**config.mk**
```make
export PLATFORM = sky130hd
export DESIGN_NAME = fpu_ss_compressed_arbiter
export DESIGN_NICKNAME = d
export VERILOG_FILES = /design/src/rtl/fpu_ss_compressed_arbiter.sv
export SDC_FILE = /design/constraint.sdc
export NUM_CORES = 1
export LEC_CHECK = 0
export BUFFER_PORTS_ARGS = -buffer_cell sky130_fd_sc_hd__buf_4
export CAP_MARGIN = 25
export CORE_AREA = 2 2 133 96
export CTS_BUF_LIST = sky130_fd_sc_hd__clkbuf_16
export CTS_CLUSTER_DIAMETER = 60
export DETAILED_ROUTE_END_ITERATION = 10
export DIE_AREA = 0 0 135 98
export PLACE_DENSITY = 0.65
export SLEW_MARGIN = 10
export SYNTH_ARGS = -nofsm -noshare
export SYNTH_HDL_FRONTEND = slang
export SYNTH_SLANG_ARGS = --single-unit
```
**constraint.sdc**
```tcl
create_clock -name clk_i -period 2.9 [get_ports clk_i]
set_input_delay 0.435 -clock clk_i [delete_from_list [all_inputs] [get_ports clk_i]]
set_output_delay 0.435 -clock clk_i [all_outputs]
set_load 0.05 [all_outputs]
```
**src/rtl/fpu_ss_compressed_arbiter.sv**
```systemverilog
// ---------------------------------------------------------------------------
// fpu_ss_compressed_pkg / fpu_ss_compressed_arbiter
//
// Purpose: shares one compressed-instruction predecoder among NUM_REQ
// requesters. A round-robin arbiter picks one request and registers its
// 16-bit instruction. The predecoder is driven from that register for one
// cycle. Its result is registered and held on a per-requester valid/ready
// response channel until the granted requester takes it. Compressed
// instructions that the predecoder does not accept (non-FP) are counted in
// a saturating counter.
//
// Ports:
//   clk_i         clock
//   rst_i         asynchronous active-high reset
//   flush_i       synchronous kill of any in-flight request
//   req_valid_i   per-requester request valid             [NUM_REQ]
//   req_ready_o   per-requester request ready, one-hot/0  [NUM_REQ]
//   req_instr_i   packed 16-bit instructions              [NUM_REQ*16]
//   rsp_valid_o   response valid to granted requester     [NUM_REQ]
//   rsp_ready_i   per-requester response ready            [NUM_REQ]
//   rsp_instr_o   decompressed instruction                [32]
//   rsp_accept_o  instruction is an FP compressed load/store
//   prd_req_o     request to the predecoder
//   prd_rsp_i     combinational answer from the predecoder
//   reject_cnt_o  saturating count of accept=0 results    [CNT_WIDTH]
// ---------------------------------------------------------------------------
package fpu_ss_compressed_pkg;

  typedef struct packed {
    logic [31:0] comp_instr;
    logic [1:0]  mode;
  } comp_prd_req_t;

  typedef struct packed {
    logic        accept;
    logic [31:0] decomp_instr;
  } comp_prd_rsp_t;

endpackage

module fpu_ss_compressed_arbiter
  import fpu_ss_compressed_pkg::*;
#(
  parameter int NUM_REQ   = 2,
  parameter int CNT_WIDTH = 16
) (
  input  logic                    clk_i,
  input  logic                    rst_i,
  input  logic                    flush_i,
  input  logic [NUM_REQ-1:0]      req_valid_i,
  output logic [NUM_REQ-1:0]      req_ready_o,
  input  logic [NUM_REQ*16-1:0]   req_instr_i,
  output logic [NUM_REQ-1:0]      rsp_valid_o,
  input  logic [NUM_REQ-1:0]      rsp_ready_i,
  output logic [31:0]             rsp_instr_o,
  output logic                    rsp_accept_o,
  output comp_prd_req_t           prd_req_o,
  input  comp_prd_rsp_t           prd_rsp_i,
  output logic [CNT_WIDTH-1:0]    reject_cnt_o
);

  localparam int IDX_W = $clog2(NUM_REQ);

  typedef enum logic [1:0] {
    IDLE      = 2'd0,
    PREDECODE = 2'd1,
    RESPOND   = 2'd2
  } state_t;

  state_t               state_q;
  logic [IDX_W-1:0]     rr_q;
  logic [IDX_W-1:0]     grant_q;
  logic [15:0]          comp_q;
  logic [31:0]          instr_q;
  logic                 acc_q;
  logic [CNT_WIDTH-1:0] reject_cnt_q;

  logic [IDX_W-1:0]     grant;
  logic                 grant_found;
  logic [IDX_W:0]       search_sum;
  logic [IDX_W-1:0]     search_idx;
  logic [IDX_W-1:0]     rr_next;

  // Round-robin search: walk indices starting at rr_q and wrap at NUM_REQ.
  // The sum is one bit wider than an index so the wrap compare cannot overflow.
  always_comb begin
    grant       = rr_q;
    grant_found = 1'b0;
    search_sum  = '0;
    search_idx  = '0;
    for (int i = 0; i < NUM_REQ; i++) begin
      search_sum = {1'b0, rr_q} + (IDX_W+1)'(i);
      if (search_sum >= (IDX_W+1)'(NUM_REQ)) begin
        search_sum = search_sum - (IDX_W+1)'(NUM_REQ);
      end
      search_idx = search_sum[IDX_W-1:0];
      if (!grant_found && req_valid_i[search_idx]) begin
        grant       = search_idx;
        grant_found = 1'b1;
      end
    end
  end

  // The requester after the one just served gets first pick next time.
  assign rr_next = (grant_q == IDX_W'(NUM_REQ-1)) ? '0 : grant_q + 1'b1;

  // Request ready is the only combinational input-to-output path. It is
  // gated with reset so every output reads zero while reset is held.
  always_comb begin
    req_ready_o = '0;
    if (state_q == IDLE && !flush_i && !rst_i && grant_found) begin
      req_ready_o[grant] = 1'b1;
    end
  end

  // Outputs toward the predecoder and the responders decode registers only,
  // so nothing from req_* or prd_rsp_i reaches them in the same cycle.
  always_comb begin
    prd_req_o    = '0;
    rsp_valid_o  = '0;
    rsp_instr_o  = '0;
    rsp_accept_o = 1'b0;
    if (state_q == PREDECODE) begin
      prd_req_o.comp_instr = {16'h0000, comp_q};
    end
    if (state_q == RESPOND) begin
      rsp_valid_o[grant_q] = 1'b1;
      rsp_instr_o          = instr_q;
      rsp_accept_o         = acc_q;
    end
  end

  assign reject_cnt_o = reject_cnt_q;

  // Main control FSM. A flush during PREDECODE discards the predecoder
  // result without counting it. A flush during RESPOND drops the held
  // result unless the response handshake completes in the same cycle.
  // rr_q only advances on a completed response, so a flushed requester
  // keeps its priority.
  always_ff @(posedge clk_i or posedge rst_i) begin
    if (rst_i) begin
      state_q      <= IDLE;
      rr_q         <= '0;
      grant_q      <= '0;
      comp_q       <= '0;
      instr_q      <= '0;
      acc_q        <= 1'b0;
      reject_cnt_q <= '0;
    end else begin
      case (state_q)
        IDLE: begin
          if (!flush_i && grant_found) begin
            comp_q  <= req_instr_i[{grant, 4'b0000} +: 16];
            grant_q <= grant;
            state_q <= PREDECODE;
          end
        end
        PREDECODE: begin
          if (flush_i) begin
            state_q <= IDLE;
          end else begin
            instr_q <= prd_rsp_i.decomp_instr;
            acc_q   <= prd_rsp_i.accept;
            if (!prd_rsp_i.accept && reject_cnt_q != {CNT_WIDTH{1'b1}}) begin
              reject_cnt_q <= reject_cnt_q + 1'b1;
            end
            state_q <= RESPOND;
          end
        end
        RESPOND: begin
          if (rsp_ready_i[grant_q]) begin
            rr_q    <= rr_next;
            state_q <= IDLE;
          end else if (flush_i) begin
            instr_q <= '0;
            acc_q   <= 1'b0;
            state_q <= IDLE;
          end
        end
        default: begin
          state_q <= IDLE;
        end
      endcase
    end
  end

endmodule

```
## After elaboration in Yosys (flattened, before gate mapping)

Cells that the tools add are included.
Widths: inputs -> output; s select.

| storage, ports and cells | value |
|---|---|
| register bits after elaboration | 69 |
| output and inout bits | 87 |

| operators by class | value |
|---|---|
| shift-type cells | 1 |
| reduce and logical (&&, ||, !) cells | 19 |
| $add $sub $neg | 5 |
| order comparisons | 8 |
| bitwise gates (word level) | 1 |
| mux-type cells | 35 |
| eq/ne operators | 8 |

Operators by type and width:

| cell | count |
|---|---|
| $mux 32 | 4 |
| $pmux 32 s2 | 1 |
| $shiftx 32x6->16 | 1 |
| $mux 1 | 19 |
| $add 16x1->16 const B | 1 |
| $mux 16 | 1 |
| $ne 16x16->1 const B | 1 |
| $mux 2 | 6 |
| $logic_and 1x1->1 | 8 |
| $lt 1x2->1 const B | 4 |
| $ne 2x2->1 const B | 3 |
| $pmux 2 s3 | 1 |
| $reduce_and 2->1 | 3 |
| $logic_not 1->1 | 4 |
| $reduce_and 4->1 | 1 |
| $ne 3x2->1 const B | 1 |
| $reduce_and 3->1 | 1 |
| $add 1x1->2 const B | 1 |
| $demux 1 s1 | 2 |
| $eq 2x1->1 const B | 1 |
| $eq 2x2->1 const B | 1 |
| $ge 1x1->1 const B | 2 |
| $ge 1x2->1 const B | 1 |
| $ge 2x2->1 const B | 1 |
| other kinds (7) | 8 |

## Longest topological paths before layout

Gate-level depths: netlist (run 1).

| depth | value |
|---|---|
| word-level depth | 13 |
| depth in mapped cells | 6 |
| mapped depth without buffers | 5 |

## Worst setup path after synthesis (run 1)

No wires, ideal clock.

| timing path | value |
|---|---|
| kind | in2out |
| start | in rst_i |
| end | out req_ready_o[1] |
| path buffers | 0 |
| data required time | 2.465 ns |
| setup slack | -0.084 ns |
| arrival time | 2.549 ns |
| cell stages on the path | 2 |
| cells stage by stage | inv_1 -> and3_1 |

| between the ends | value |
|---|---|
| word-level cells in the longest chain between the ends | 4 |

RTL lines:

| what | line | RTL |
|---|---|---|
| start, declared | 48 | `input logic rst_i,` |
| $logic_not 1->1 (no source line) | - |  |
| $logic_and 1x1->1 (2 in series) | 111 | `if (state_q == IDLE && !flush_i && !rst_i && grant_found) begin` |
| $mux 2 | 111 |  |
| end, declared | 51 | `output logic [NUM_REQ-1:0] req_ready_o,` |

No other way between the ends.

## Final worst setup path (run 1)

| timing path | value |
|---|---|
| start | reg state_q[1] |
| end | out req_ready_o[0] |

| between the ends | value |
|---|---|
| word-level cells in the longest chain between the ends | 5 |

RTL lines:

| what | line | RTL |
|---|---|---|
| start, declared | 70 | `state_t state_q;` |
| start signal, assigned | 142 | `state_q <= IDLE;` |
| start signal, assigned | 155 | `state_q <= PREDECODE;` |
| start signal, assigned | 160 | `state_q <= IDLE;` |
| $logic_not 2->1 | 111 |  |
| $logic_and 1x1->1 (3 in series) | 111 |  |
| $mux 2 | 111 |  |

No other way between the ends.

==> flow_summary.json, run 1 <==
{
  "grt_pass1_vias": 2952,
  "worstPathMaxFanout": 16,
  "r2r_end": "reject_cnt_o[7]$_DFFE_PP0P_",
  "drv_cap": 0,
  "dieArea_mm2": 0.0132,
  "route.detailed.drc": 0,
  "drt-initial-drc-count": 105,
  "start_util_pct": 29.0,
  "first_pass_iters": 4,
  "ys_ff_latch": 69,
  "synthFlopType": "dfrtp_1",
  "syn-cell-area_mm2": 0.00350,
  "maxSlewViolCount": 0,
  "crit_chain": "nor4_4 -> buf_4 -> nor3b_1 -> buf_4",
  "rrSetupSlack_ps": 970,
  "die_w_um": 135,
  "crit_path_max_incr_delay_ps": 450,
  "yosys_warnings": 0,
  "ff_latch_area_mm2": 0.00173,
  "synth_area_leaders": "dfrtp_1, and2_1, nand2_1",
  "finalHoldViolCount": 0,
  "vias": 3010,
  "hold_class": "in2reg",
  "status": "finished clean",
  "synth_seq_area_share_pct": 49.3,
  "cts_setup_buffers": 0,
  "h-tree-depth": 3,
  "cp.buffers_inverters": 2,
  "clk_pin_slew_ps": 50,
  "start_kind": "flop",
  "track_usage_pct": 13.7,
  "die_h_um": 98,
  "period_minus_slack_ps": 2240,
  "post-dp-hpwl_um": 6510,
  "dr.max_layer_used": "met4",
  "cp_top_family": "simple AND/OR/NAND/NOR gates",
  "diodes": 0,
  "wl_met1_um": 4240,
  "rows": 34,
  "power_density_mw_per_mm2": 704,
  "setup-violations-final": 0,
  "avgSynthCellArea_um2": 9.14,
  "nets": 590,
  "area_growth_pct": 42.7,
  "grt_pass1_wl_um": 14400,
  "total_power_mw": 3.52,
  "drtAntennaViolNets": 0,
  "fill_cells": 1220,
  "skew_ps": 2.89,
  "gr-total-overflow": 0,
  "ff2ff_path_depth": 4,
  "slowest_stage": "dfrtp_1",
  "cts_resized": 0,
  "vias_per_cell": 4.40,
  "io_buffers": 140,
  "worstSetupEndpointType": "output pin",
  "fmax_mhz": 446,
  "fin_setup_tns_ps": 0,
  "setup.worst_path.end": "req_ready_o[0]",
  "drive_above_1_share_pct": 33.1,
  "clk_path_buf_depth": 2,
  "wl_met3_um": 651,
  "wl_met2_um": 3910,
  "gp_congestion": 0.760,
  "cts_tree": "yes",
  "worstSkewPairLatency_ps": 330,
  "synth_async_sr_flop_share_pct": 100,
  "numCtsBuffers": 9,
  "synth.distinct_cells": 32,
  "cts-hold-fix-buffers": 0,
  "antenna_found_initial": 0,
  "cp_common_cell": "buf_4",
  "ir_worst_vdd_mv": 0.321,
  "ios": 159,
  "synth_edf_count": 0,
  "grt_max_degree": 70,
  "clockRootBuffer": "clkbuf_16",
  "path_class": "reg2out",
  "synthCells": 383,
  "yosys.cell_count.top_type": "nand2_1",
  "worst_slew_pin_slew_ps": 867,
  "synth_top_area_share_pct": 49.3,
  "clock-sinks": 69,
  "path_depth": 4,
  "wl_um": 8900,
  "yosys.area.top_type": "dfrtp_1",
  "netlist_top_cells_count": "nand2_1, dfrtp_1, and2_1",
  "arrival_ps": 1810,
  "p_leak_nw": 2.56,
  "core_mm2": 0.0121,
  "regToRegStartpoint": "state_q[1]$_DFFE_PP0P_",
  "slew_headroom_pct": 42.2,
  "multi_input_area_mm2": 0.00163,
  "timing.final.crit_share_pct": 77.3,
  "rsz0062_at_grt": "false",
  "post_drt_wl_per_cell_um": 13.0,
  "critPathRequiredTime_ps": 2470,
  "crit_start": "state_q[1]$_DFFE_PP0P_"
}
per-layer routing:
metal	global-route usage [%]	vias up
li1	-	1503
met1	18.9	1395
met2	20.6	104
met3	4.47	8
met4	4.09	0
met5	0	-
cells by family after synthesis:
logic type | after synthesis | synth area share, %
xor gates and xnor gates | 10 | 2.50
adders and majority gates | 2 | 0.644
DFF | 69 | 49.3
AOI/OAI and AO/OA | 62 | 9.44
muxes | 21 | 6.15
other | 1 | 0.107
and+or+nand+nor | 174 | 25.1
buffers and inverters | 44 | 6.76
layout by cell type (no fill, tap or decap), types with 2 or more instances in the layout:
cell and n:
buf_4 148, nand4_1 6, a21oi_1 21, o21ai_0 34, xnor2_1 7, mux2_2 4
conb_1 18, nor3b_1 3, xor2_1 3, and3_1 3, bufinv_16 2, mux2i_1 17
a31oi_1 4, clkbuf_16 9, and2_1 53, nand2_1 72, nor2_1 22, nand3_1 4
clkinv_2 2, nand4b_1 2, and4_1 2, dfrtp_1 69, clkinvlp_4 2
registers in the layout, summed over array words and instances (netlist names):
register,flops
acc_q,1
rr_q,1
comp_q,16
grant_q,1
instr_q,32
state_q,2
reject_cnt_o,16
cell type report:
type | count | area share [%]
clock buffer | 9 | 4.51
clock inverter | 7 | 1.80
inverter | 2 | 0.226
multi-input combinational | 287 | 32.6
sequential | 69 | 34.6
tap | 162 | 4.06
timing repair buffer | 148 | 22.3
power by group:
part | total [mW] | internal, mW | switching [mW]
registers | 1.36 | 1.21 | 0.151
clock network | 1.15 | 0.747 | 0.407
logic | 1.00 | 0.357 | 0.642
total | 3.52 | 2.32 | 1.20
worst register-to-register path: stages (launching register included):
cell	delay (ps)
dfrtp_1	450
or4b_4	600
nor2_1	420
nand4b_1	200
xnor2_1	160
worst min-delay path by stage:
| stage | start | to | slack, ps | cells after the start |
|---|---|---|---|---|
| 2_1_floorplan | acc_q$_DFFE_PP0P_ | acc_q$_DFFE_PP0P_ | 440 | 2 |
| 3_3_place_gp | instr_q[6]$_DFFE_PP0P_ | instr_q[6]$_DFFE_PP0P_ | 450 | 2 |
| 3_5_place_dp | instr_q[2]$_DFFE_PP0P_ | instr_q[2]$_DFFE_PP0P_ | 460 | 2 |
| 4_1_cts | flush_i | state_q[1]$_DFFE_PP0P_ | 330 | 2 |
| 5_1_grt | flush_i | state_q[1]$_DFFE_PP0P_ | 340 | 2 |
| 6_report | flush_i | state_q[1]$_DFFE_PP0P_ | 340 | 2 |
stage by stage:
stage / instances / setup WS [ps] / hold WS, ps / util, % / cell area (µm²)
global placement: 668 / 853 / 454 / 38.7 / 4680
finish: 684 / 657 / 345 / 41.3 / 4990
floorplan: 400 / 109 / 442 / - / 3570
detailed placement: 668 / 846 / 463 / 38.7 / 4680
global route: 684 / 544 / 344 / 41.3 / 4990
CTS: 684 / 616 / 331 / 41.3 / 4990
Note: power is estimated with default switching activity, not from simulation.
==> inputs of run 2 (changes only) <==
--- a/config.mk
+++ b/config.mk
@@ -12,7 +12,7 @@
 export CTS_CLUSTER_DIAMETER = 60
 export DETAILED_ROUTE_END_ITERATION = 10
 export DIE_AREA = 0 0 135 98
-export PLACE_DENSITY = 0.65
+export PLACE_DENSITY = 0.67
 export SLEW_MARGIN = 10
 export SYNTH_ARGS = -nofsm -noshare
 export SYNTH_HDL_FRONTEND = slang
==> constraint.sdc (replaced) <==
create_clock -name clk_i -period 2 [get_ports clk_i]
set_input_delay 0.3 -clock clk_i [delete_from_list [all_inputs] [get_ports clk_i]]
set_output_delay 0.3 -clock clk_i [all_outputs]
set_load 0.05 [all_outputs]
==> flow_summary.json, run 2 (synthesized netlist as in run 1, its figures left out) <==
{
  "setup-violations-final": 0,
  "cp_common_cell": "buf_4",
  "numCtsBuffers": 9,
  "start_util_pct": 29.0,
  "worstHoldStart": "flush_i",
  "p_leak_nw": 2.63,
  "p_sw_mw": 1.73,
  "swShare_pct": 33.8,
  "slowest_stage": "dfrtp_1",
  "grt_max_degree": 70,
  "drv_cap": 0,
  "dieArea_mm2": 0.0132,
  "post-dp-hpwl_um": 6740,
  "gp_congestion": 0.791,
  "drive_above_1_share_pct": 34.8,
  "seq_power_share_pct": 38.6,
  "layout_setup_ws_ps": 75.6,
  "rrSetupSlack_ps": 130,
  "arrival_ps": 1620,
  "largest_reg_flops": 32,
  "timing.final.crit_share_pct": 96.2,
  "cts_tree": "yes",
  "die_h_um": 98,
  "core_mm2": 0.0121,
  "holdWs_ps": 212,
  "cp.buffers_inverters": 3,
  "regToRegStartpoint": "reject_cnt_o[0]$_DFFE_PP0P_",
  "ios": 159,
  "status": "finished clean",
  "worst_slew_pin_slew_ps": 871,
  "ir_worst_vdd_mv": 0.439,
  "route.detailed.drc": 0,
  "clk_pin_slew_ps": 50,
  "rsz0062_at_grt": "true",
  "first_pass_iters": 4,
  "worstSetupEndpointType": "output pin",
  "ff2ff_path_depth": 5,
  "vias": 3073,
  "path_class": "reg2out",
  "critPathRequiredTime_ps": 1700,
  "nets": 601,
  "drt-initial-drc-count": 88,
  "diodes": 0,
  "fin_setup_tns_ps": 0,
  "pre_cts_ws_ps": 107,
  "final_common_cell": "buf_4",
  "internal_power_mw": 3.38,
  "clockRootBuffer": "clkbuf_16",
  "crit_chain": "buf_4 -> nor4_4 -> buf_4 -> nor3b_4 -> buf_6",
  "clock-sinks": 69,
  "r2r_end": "reject_cnt_o[1]$_DFFE_PP0P_",
  "h-tree-depth": 3,
  "power_density_mw_per_mm2": 1000,
  "fmax_mhz": 520,
  "comb_power_share_pct": 29.4,
  "io_buffers": 140,
  "antenna_found_initial": 0,
  "top_register": "instr_q",
  "drtAntennaViolNets": 0,
  "gr-total-overflow": 0,
  "whs_endpoint": "state_q[1]$_DFFE_PP0P_",
  "worstSkewPairLatency_ps": 330,
  "die_w_um": 135,
  "grt_pass1_vias": 2934,
  "maxSlewViolCount": 0,
  "rows": 34,
  "post-route-util_pct": 42.3,
  "post_drt_wl_per_cell_um": 12.9,
  "start_kind": "flop",
  "period_minus_slack_ps": 1920,
  "final_cell_mix": "buf_4, nand2_1, dfrtp_1, and2_1, o21ai_0",
  "slew_headroom_pct": 41.9,
  "fill_cells": 1236,
  "vias_per_cell": 4.43,
  "crit_path_max_incr_delay_ps": 370,
  "skew_ps": 5.76,
  "hold_class": "in2reg",
  "area_growth_pct": 45.9,
  "finalHoldViolCount": 0,
  "track_usage_pct": 13.8,
  "clkPwrFrac_pct": 32.0,
  "wl_um": 8960,
  "worstHoldPathCells": 2,
  "clk_path_buf_depth": 2,
  "worstPathMaxFanout": 5,
  "cp_top_family": "buffers and inverters",
  "grt_pass1_wl_um": 14400
}
run 2: metal layers:
layer  vias up  routed length, µm  GRT usage, %
met5         -                  0             0
li1       1524                  -             -
met3        10                629          4.78
met2        94               4100          21.3
met1      1445               4130          18.3
met4         0                100          3.85
run 2: worst max path at each step:
| stage | slack (ps) | cells after the start | start | endpoint |
|---|---|---|---|---|
| after CTS | 0.6 | 5 | state_q[1]$_DFFE_PP0P_ | req_ready_o[1] |
| final | 80 | 5 | state_q[1]$_DFFE_PP0P_ | req_ready_o[0] |
| after detailed placement | 110 | 5 | flush_i | reject_cnt_o[10]$_DFFE_PP0P_ |
| after floorplan | -60 | 2 | rst_i | req_ready_o[1] |
| after global routing | -30 | 5 | state_q[1]$_DFFE_PP0P_ | req_ready_o[0] |
| after global placement | 150 | 5 | flush_i | reject_cnt_o[10]$_DFFE_PP0P_ |
run 2: layout make-up:
type                            count  area [µm²]  share of cell area, %
Clock inverter                      6        80.1                   1.57
Multi-Input combinational cell    287        1640                   32.2
Sequential cell                    69        1730                   33.8
Clock buffer                        9         225                   4.41
Timing Repair Buffer              159        1220                   23.8
Inverter                            2        11.3                  0.220
Tap cell                          162         203                   3.97
run 2: repair_timing:
| action | in CTS | in global routing |
|---|---|---|
| hold buffers | 0 | 0 |
| endpoints found under the setup margin | 2 | 23 |
| resized for setup | 0 | 4 |
| pin swaps | 1 | 0 |
| buffers inserted | 2 | 1 |
| cloned | 0 | 0 |
run 2: through the flow:
stage / power (mW) / instances / instance area [µm²]
4_1_cts: 5.20 / 693 / 5090
6_report: 5.11 / 694 / 5110
2_1_floorplan: 3.00 / 400 / 3580
3_3_place_gp: 3.45 / 676 / 4770
3_5_place_dp: 3.51 / 676 / 4770
5_1_grt: 5.43 / 694 / 5110
run 2: worst reg2reg max path: stages (launching register included):
cell and delay (ps):
dfrtp_1 440, ha_1 260, and2_1 200, and3_1 180, a31oi_1 300, mux2_2 380
run 2: power by group through the flow:
stage          clock [mW]  sequential [mW]  combinational, mW
6_report             1.63             1.97               1.50
3_5_place_dp            0             2.00               1.51
3_3_place_gp            0             1.97               1.48
2_1_floorplan           0             2.05              0.954
4_1_cts              1.70             1.98               1.52
5_1_grt              1.75             2.03               1.65
